[config.mk]
export PLATFORM = sky130hd
export DESIGN_NAME = roberto_scan
export DESIGN_NICKNAME = d
export VERILOG_FILES = /design/src/rtl/roberto_pkg.sv /design/src/rtl/bcd_counter_sat3.sv /design/src/rtl/roberto_scan.sv
export SDC_FILE = /design/constraint.sdc
export NUM_CORES = 1
export LEC_CHECK = 0
export ABC_AREA = 1
export BUFFER_PORTS_ARGS = -buffer_cell sky130_fd_sc_hd__buf_2
export CORE_MARGIN = 10
export CORE_UTILIZATION = 40
export CTS_CLUSTER_SIZE = 12
export DETAILED_ROUTE_END_ITERATION = 8
export PLACE_DENSITY = 0.6
export SETUP_SLACK_MARGIN = 0.2
export SYNTH_ARGS = -nofsm -noshare
export SYNTH_HDL_FRONTEND = slang
export SYNTH_SLANG_ARGS = --single-unit
export TNS_END_PERCENT = 30
[constraint.sdc]
create_clock -name clock -period 2.3 [get_ports clock]
set_input_delay 0.69 -clock clock [delete_from_list [all_inputs] [get_ports clock]]
set_output_delay 0.69 -clock clock [all_outputs]
set_load 0.1 [all_outputs]
[src/rtl/roberto_pkg.sv]
// Shared constants, state codes and channel-selection helper for the roberto scan path.
package roberto_pkg;

  localparam int          CH_W         = 3;
  localparam logic [11:0] DIST_TIMEOUT = 12'hFFF;
  localparam logic [11:0] DIST_SAT     = 12'h999;

  typedef enum logic [3:0] {
    S_IDLE      = 4'd0,
    S_TRIG      = 4'd1,
    S_WAIT_ECHO = 4'd2,
    S_MEASURE   = 4'd3,
    S_EMIT      = 4'd4,
    S_GAP       = 4'd5,
    S_NEXT      = 4'd6,
    S_DONE      = 4'd7
  } state_t;

  typedef struct packed {
    logic            found;
    logic [CH_W-1:0] idx;
  } ch_pick_t;

  // Lowest enabled channel whose index is >= from; found=0 when none remains.
  function automatic ch_pick_t pick_channel(input logic [7:0] mask, input logic [CH_W:0] from);
    ch_pick_t p;
    p = '0;
    for (int i = 7; i >= 0; i--) begin
      if (mask[i] && (i >= int'(from))) begin
        p.found = 1'b1;
        p.idx   = CH_W'(i);
      end
    end
    return p;
  endfunction

endpackage

[src/rtl/bcd_counter_sat3.sv]
// Three-digit BCD up-counter with synchronous clear, count enable and saturation at 999.
module bcd_counter_sat3
  import roberto_pkg::*;
(
  input  logic        clock,
  input  logic        reset,
  input  logic        clear,
  input  logic        enable,
  output logic [11:0] value
);

  always_ff @(posedge clock or negedge reset) begin
    if (!reset) begin
      value <= '0;
    end else if (clear) begin
      value <= '0;
    end else if (enable && (value != DIST_SAT)) begin
      if (value[3:0] == 4'd9) begin
        value[3:0] <= 4'd0;
        if (value[7:4] == 4'd9) begin
          value[7:4]  <= 4'd0;
          value[11:8] <= value[11:8] + 4'd1;
        end else begin
          value[7:4] <= value[7:4] + 4'd1;
        end
      end else begin
        value[3:0] <= value[3:0] + 4'd1;
      end
    end
  end

endmodule

[src/rtl/roberto_scan.sv]
// N-channel ultrasonic scan controller: trigger, echo timing, BCD distance and
// one valid/ready result per enabled channel.
module roberto_scan
  import roberto_pkg::*;
#(
  parameter int N_CH           = 3,
  parameter int TRIG_CYCLES    = 500,
  parameter int CYCLES_PER_CM  = 2941,
  parameter int TIMEOUT_CYCLES = 1_500_000,
  parameter int GAP_CYCLES     = 3_000_000
) (
  input  logic            clock,
  input  logic            reset,
  input  logic            start,
  input  logic            continuous,
  input  logic [N_CH-1:0] ch_mask,
  input  logic [N_CH-1:0] echo,
  output logic [N_CH-1:0] trigger,
  output logic            res_valid,
  input  logic            res_ready,
  output logic [CH_W-1:0] res_ch,
  output logic [11:0]     res_dist,
  output logic            res_timeout,
  output logic            busy,
  output logic            done,
  output logic [3:0]      db_estado
);

  localparam int TRW = $clog2(TRIG_CYCLES + 1);
  localparam int PSW = $clog2(CYCLES_PER_CM + 1);
  localparam int TOW = $clog2(TIMEOUT_CYCLES + 1);
  localparam int GPW = $clog2(GAP_CYCLES + 1);
  localparam logic [TRW-1:0] TRIG_LAST = TRW'(TRIG_CYCLES - 1);
  localparam logic [PSW-1:0] PS_LAST   = PSW'(CYCLES_PER_CM - 1);
  localparam logic [TOW-1:0] TO_LAST   = TOW'(TIMEOUT_CYCLES - 1);
  localparam logic [GPW-1:0] GAP_LAST  = GPW'(GAP_CYCLES - 1);

  state_t          state;
  logic [CH_W-1:0] ch;
  logic [7:0]      mask_q;
  logic [TRW-1:0]  trig_cnt;
  logic [PSW-1:0]  presc;
  logic [TOW-1:0]  tcnt;
  logic [GPW-1:0]  gcnt;
  logic [N_CH-1:0] rise, fall;
  logic [7:0]      rise8, fall8, onehot8;
  logic            rise_sel, fall_sel, tout_hit, bcd_clear, bcd_en;
  logic [11:0]     bcd_val;
  ch_pick_t        start_pick, next_pick;

  // Two-flop synchronizer plus one delay flop for edge detection, per channel.
  for (genvar g = 0; g < N_CH; g++) begin : g_echo
    logic s1, s2, s3;
    always_ff @(posedge clock or negedge reset) begin
      if (!reset) begin
        s1 <= 1'b0;
        s2 <= 1'b0;
        s3 <= 1'b0;
      end else begin
        s1 <= echo[g];
        s2 <= s1;
        s3 <= s2;
      end
    end
    assign rise[g] = s2 & ~s3;
    assign fall[g] = ~s2 & s3;
  end

  assign rise8      = 8'(rise);
  assign fall8      = 8'(fall);
  assign onehot8    = 8'd1 << ch;
  assign rise_sel   = rise8[ch];
  assign fall_sel   = fall8[ch];
  assign tout_hit   = (tcnt == TO_LAST);
  assign start_pick = pick_channel(8'(ch_mask), '0);
  assign next_pick  = pick_channel(mask_q, {1'b0, ch} + 4'd1);
  assign db_estado  = state;

  // The rise-detect cycle counts as the first echo clock, so the prescaler restarts at 1.
  assign bcd_clear = (state == S_WAIT_ECHO) && !tout_hit && rise_sel;
  assign bcd_en    = (state == S_MEASURE) && !fall_sel && !tout_hit && (presc == PS_LAST);

  bcd_counter_sat3 u_bcd (
    .clock  (clock),
    .reset  (reset),
    .clear  (bcd_clear),
    .enable (bcd_en),
    .value  (bcd_val)
  );

  // Result port: a transfer happens on a clock edge where res_valid && res_ready;
  // res_ch/res_dist/res_timeout stay constant while res_valid is high.
  always_ff @(posedge clock or negedge reset) begin
    if (!reset) begin
      state       <= S_IDLE;
      ch          <= '0;
      mask_q      <= '0;
      trig_cnt    <= '0;
      presc       <= '0;
      tcnt        <= '0;
      gcnt        <= '0;
      trigger     <= '0;
      res_valid   <= 1'b0;
      res_ch      <= '0;
      res_dist    <= '0;
      res_timeout <= 1'b0;
      busy        <= 1'b0;
      done        <= 1'b0;
    end else begin
      done    <= 1'b0;
      trigger <= '0;
      case (state)
        S_IDLE, S_DONE: begin
          if ((state == S_IDLE && start) || (state == S_DONE && continuous)) begin
            mask_q   <= 8'(ch_mask);
            busy     <= 1'b1;
            trig_cnt <= '0;
            if (start_pick.found) begin
              ch    <= start_pick.idx;
              state <= S_TRIG;
            end else begin
              state <= S_DONE;
              done  <= 1'b1;
            end
          end else if (state == S_DONE) begin
            state <= S_IDLE;
            busy  <= 1'b0;
          end
        end
        S_TRIG: begin
          trigger <= onehot8[N_CH-1:0];
          if (trig_cnt == TRIG_LAST) begin
            state <= S_WAIT_ECHO;
            tcnt  <= '0;
          end else begin
            trig_cnt <= trig_cnt + 1'b1;
          end
        end
        S_WAIT_ECHO: begin
          if (tout_hit) begin
            res_ch      <= ch;
            res_dist    <= DIST_TIMEOUT;
            res_timeout <= 1'b1;
            res_valid   <= 1'b1;
            state       <= S_EMIT;
          end else begin
            tcnt <= tcnt + 1'b1;
            if (rise_sel) begin
              presc <= PSW'(1);
              state <= S_MEASURE;
            end
          end
        end
        S_MEASURE: begin
          if (fall_sel || tout_hit) begin
            res_ch      <= ch;
            res_dist    <= fall_sel ? bcd_val : DIST_TIMEOUT;
            res_timeout <= !fall_sel;
            res_valid   <= 1'b1;
            state       <= S_EMIT;
          end else begin
            tcnt  <= tcnt + 1'b1;
            presc <= (presc == PS_LAST) ? '0 : presc + 1'b1;
          end
        end
        S_EMIT: begin
          if (res_ready) begin
            res_valid <= 1'b0;
            gcnt      <= '0;
            state     <= S_GAP;
          end
        end
        S_GAP: begin
          if (gcnt == GAP_LAST) state <= S_NEXT;
          else                  gcnt  <= gcnt + 1'b1;
        end
        S_NEXT: begin
          trig_cnt <= '0;
          if (next_pick.found) begin
            ch    <= next_pick.idx;
            state <= S_TRIG;
          end else begin
            state <= S_DONE;
            done  <= 1'b1;
          end
        end
        default: begin
          state <= S_IDLE;
          busy  <= 1'b0;
        end
      endcase
    end
  end

endmodule
* Word-level counts from Yosys, hierarchy flattened *
Cells that the tools add are included.

storage, ports and cells
  input bits = 11
  output and inout bits = 26
  bits in registers = 117
  logic and storage cells = 187

cells by class
  eq/ne operators = 29
  magnitude comparators = 4
  multiplexer cells = 67
  add/sub/neg operators = 8
  shift-type cells = 1
  reduce and logical (&&, ||, !) cells = 39
  bitwise logic cells = 13

operators with widths
  operator                                                                count
  12-bit two-way mux                                                      9
  4-bit two-way mux                                                       17
  21-bit two-way mux                                                      3
  21-bit case mux with 3 select lines                                     1
  12-bit case mux with 2 select lines                                     2
  22-bit two-way mux                                                      2
  22-bit case mux with 2 select lines                                     1
  4-bit case mux with 7 select lines                                      1
  9-bit case mux with 3 select lines                                      1
  3-bit two-way mux                                                       8
  2-bit != test (second input constant)                                   12
  22-bit by 1-bit adder with 22-bit output (second input constant)        1
  22-bit equality test (second input constant)                            1
  21-bit by 1-bit adder with 21-bit output (second input constant)        1
  21-bit equality test (second input constant)                            1
  9-bit two-way mux                                                       2
  4-bit by 3-bit equality test with 1-bit output (second input constant)  4
  4-bit AND reduction                                                     4
  12-bit by 1-bit adder with 12-bit output (second input constant)        1
  4-bit by 1-bit adder with 4-bit output (second input constant)          3
  12-bit equality test (second input constant)                            1
  12-bit != test (second input constant)                                  1
  3-bit case mux with 2 select lines                                      2
  3-bit AND reduction                                                     4
  other kinds (29)                                                        78

* Logic depth before layout (Yosys ltp) *
  word-level depth = 11
  mapped depth = 13
  gate-level depth less buffers = 12

* Modules after synthesis *
Synthesis repeated with hierarchy kept, for this count alone.

second synthesis, totals
  cells, all modules = 864
  area total of the unflattened synthesis = 6705.2 µm²

modules (own cells, without submodules)
  module            times used  area an instance (µm²)  seq. area each (µm²)  cells an instance
  roberto_scan      1           5963.2                  2527.4                773
  bcd_counter_sat3  1           742.0                   300.3                 91

* Worst setup path before layout *
No wires, ideal clock.

  path kind = flip-flop to flip-flop
  start = register state[1] (netlist: db_estado[1])
  end = register presc[0]
  setup time = 122 ps
  setup slack = 22 ps
  stages on the path, launching flop included = 11
  clock period less this slack = 2278 ps
  required time = 2178 ps
  path buffers = 1
  data arrival time = 2156 ps
  cell sequence = dfrtp_1 > inv_2 > nor2_8 > nand2_4 > nor2_8 > inv_4 > nand2_4 > inv_4 > nand2_1 > buf_2 > o21ai_1

on the way
  longest elaborated chain between the ends = 3
  elaborated cells on any way between the ends = 8
  those cells by class = 5 x eq/ne; 1 x mux; 2 x reduce/logical

ends and longest elaborated chain
  what                                                                  line                 text
  start, declared                                                       roberto_scan.sv:38   state_t state;
  start signal, assigned                                                roberto_scan.sv:95   state <= S_IDLE;
  start signal, assigned                                                roberto_scan.sv:120  state <= S_TRIG;
  start signal, assigned                                                roberto_scan.sv:122  state <= S_DONE;
  4-bit by 2-bit equality test with 1-bit output                        roberto_scan.sv:112  case (state)
  2-bit != test (no source line) or 2-bit nonzero test (tied branches)  --
  4-bit AND reduction (no source line)                                  --
  end signal, assigned                                                  roberto_scan.sv:163  presc <= (presc == PS_LAST) ? '0 : presc + 1'b1;
  end, declared                                                         roberto_scan.sv:42   logic [PSW-1:0] presc;

Several ways; a longest one is shown, not always the timed one.
A chain may end at the register's enable or synchronous reset.

* Worst setup path in the final report *
  start = register state[0] (netlist: db_estado[0])
  end = output port db_estado[0]

RTL lines
  what           line                text
  end, declared  roberto_scan.sv:26  output logic [3:0] db_estado

No word-level cell between the ends.

==> key figures <==
Die
  • Die width: about 150 um
  • FP Rows: 46
  • Number of I/O pins: 37
  • Initial Utilization: 0.412
  • Core Area: 16000 um2
  • Die Y: ~150 um
  • Full die area: ~22000 um2

Worst setup path
  • Crit Path Max Fanout: 9
  • Critical path depth: 1
  • Cells along the critical path: buf_2
  • Max stage delay on crit path: about 0.50 ns
  • Critical path type: reg2out
  • Buf+Inv Stages, Crit Path: 1
  • Startpoint Class: flop
  • Reg-to-reg slack, setup: around 0.27 ns
  • Worst Reg-to-Reg Cells: 12
  • Crit path arrival time: between 1 and 1.5 ns
  • CP top delay family: flip-flops
  • Crit path max-delay cell type: dfrtp_2
  • CP required: between 1.5 and 2 ns
  • Critical path capture point type: output port

STA
  • Fin crit share: 0.913
  • Max-slew violations: 0
  • RSZ-0062 raised after global routing: yes
  • Clock skew: roughly 0.0090 ns
  • Tmin final: 2.10 ns
  • Worst-Margin Slew: about 0.56 ns
  • Slew headroom: 0.622
  • Fmax achieved: ~480 MHz
  • Hold Violations, Final: 0
  • Minimum hold slack: roughly 0.27 ns
  • TNS Setup: 0 ns
  • Final Setup Violations: 0

GRT
  • Routing usage on met1: 0.189
  • Top Usage Layer GRT: met2
  • Total GRT Usage: 0.150
  • Via count of the first global-routing pass: about 5600
  • Largest net degree at the start of global routing: between 60 and 70
  • GR Util met3: 0.0400
  • Global-route wire length before repair: about 27000 um
  • Grt total ovfl: 0
  • Met2 GRT Util: 0.243
  • Initial antenna violation count: 1

Placement
  • Post-DP HPWL: ~11000 um
  • GPL Wtd Cong: just under 0.9
  • Buffers on Ports: 34
  • Post-DP Area: 7050 um2

CTS
  • Worst-path clk slew: ~0.06 ns
  • CTS max path bufs: 2
  • Later-pin clock latency in the skew report: 0.42 ns
  • CTS tree: done
  • Post-CTS Hold Fix Bufs: 0
  • Num CTS Buffers: 17
  • CTS Sinks: 113
  • H-tree depth: 4
  • Clk Tree Root Cell: clkbuf_16

Drt
  • Final ANT Viol Nets: 0
  • WL final: approximately 16000 um
  • Post-DR wirelength/cell: around 14 um
  • Initial DRT Pass Iterations: 5
  • DRT iter0 DRCs: 373
  • Via Count: around 5800
  • DRC viols: 0
  • Vias per cell: roughly 5

Synth
  • Main synth FF type: dfrtp_1
  • Post-Syn Area: roughly 6600 um2
  • Fraction of registers with async set/reset: 1.00
  • Flops & latches, synth: approximately 110
  • Post-synth EDFFs: 0
  • YS warnings: 0
  • Area contributors post-synth: dfrtp_1 43%, nand2_1 14%, nand3_1 6.4%
  • Most numerous cell in the Yosys netlist: nand2_1
  • Top cell type's share of synthesized area: 0.429
  • Sequential element share of the synthesized area: 0.429
  • Netlist cell types: 37
  • Most frequent cells after synthesis: 244 x nand2_1, 113 x dfrtp_1, 104 x nor2_1
  • Cells after synthesis: ~900
  • Biggest area consumer among synthesized cells: dfrtp_1
  • Average cell area after synthesis: between 7 and 8 um2

Layout
  • Final Util: 0.481
  • Number of diodes: 0
  • Design Area, Final: 7690 um2
  • Nets: between 900 and 1000
  • Layout Area Growth over Synthesis: 16.5%
  • Layout cells sized above 1: 0.129
  • Fill count: 1656

Power
  • Power Total: between 9 and 10 mW
  • Pwr Density: 1230 nW/um2
  • Lkg Pwr: roughly 3.5 nW
  • Maximum vdd drop: between 700 and 800 uV

Status
  • Status: complete, no violations

Min path
  • Hold WC Path Type: in2async

Job
  • # Max-Cap Violations: 0
[what timing repair did]
item / in CTS / in global routing
endpoints found under the setup margin: 8 / 57
resized for setup: 2 / 4
setup buffers: 0 / 2
pin swaps: 0 / 1
[per-stage QoR]
| stage | cells | setup slack, ns |
|---|---|---|
| finish | 1176 | 0.200 |
| detailed placement | 1142 | 0.201 |
| CTS | 1174 | 0.175 |
| global placement | 1142 | 0.176 |
| global route | 1176 | 0.0860 |
| floorplan | 898 | 0.328 |
[kinds of logic (layout without fill, tap and decap cells)]
group	after synthesis	count (layout)	share of synthesized area
AO/OA/AOI/OAI	102	102	0.0855
other	1	2	0.000568
adder cells (fa/ha/maj)	11	11	0.0209
XOR/XNOR	33	33	0.0438
flip-flops	113	113	0.429
buffers and inverters	124	186	0.0778
AND/OR/NAND/NOR	513	513	0.343
[final timing paths]
| kind | end | startpoint |
|---|---|---|
| min | tcnt[7]$_DFFE_PN0P_ | reset |
| max reg2reg | db_estado[0]$_DFFE_PN0P_ | gcnt[0]$_DFFE_PN0P_ |
| min reg2reg | g_echo[2].s2$_DFF_PN0_ | g_echo[2].s1$_DFF_PN0_ |
| max | db_estado[0] | db_estado[0]$_DFFE_PN0P_ |
| min in group clock | g_echo[2].s2$_DFF_PN0_ | g_echo[2].s1$_DFF_PN0_ |
| max in group asynchronous | res_dist[1]$_DFFE_PN0P_ | reset |
[sequential cells by signal, indices dropped and copies added (netlist names), 9 cells and up]
signal,count
gcnt,22
presc,12
res_dist,12
tcnt,21
trig_cnt,9
u_bcd.value,12
[area by class of cell]
| class | instances | area, um2 | area share |
|---|---|---|---|
| flip-flops and latches | 113 | 2830 | 0.368 |
| clock inverters | 15 | 171 | 0.0223 |
| multi-input cells | 661 | 3280 | 0.427 |
| repair buffers | 48 | 305 | 0.0397 |
| clock buffers | 17 | 425 | 0.0553 |
| inverters | 106 | 403 | 0.0524 |
| well taps | 216 | 270 | 0.0352 |
[power breakdown]
part / total (mW) / internal [mW] / switching [mW]
logic: 3.88 / 0.876 / 3.00
clock network: 2.67 / 1.62 / 1.05
registers: 2.89 / 2.43 / 0.456
total: 9.44 / 4.93 / 4.51
[routing by layer]
layer,routed length (um),vias to the layer above
met1,7340,2676
li1,-,3020
met4,282,0
met3,574,24
met2,7690,100
met5,0,-
[cell usage in the layout (no fill, tap or decap), types with 4 or more instances in the layout]
cell,Yosys,layout
clkinv_4,0,4
inv_2,11,11
buf_2,7,32
nand3_1,84,84
nor2_1,104,102
o21ai_1,37,37
inv_1,91,91
xnor2_1,4,4
a21oi_1,15,15
o21ai_0,33,33
nand2_1,244,244
buf_4,9,14
nor2_2,2,4
or2_2,12,12
dfrtp_1,113,110
nand4_1,29,29
nor3_1,23,23
o22a_1,6,6
o22ai_1,5,5
ha_1,11,10
inv_6,0,6
clkbuf_16,0,17
xor2_1,29,29
No activity file was read; power rests on OpenSTA's default activity.
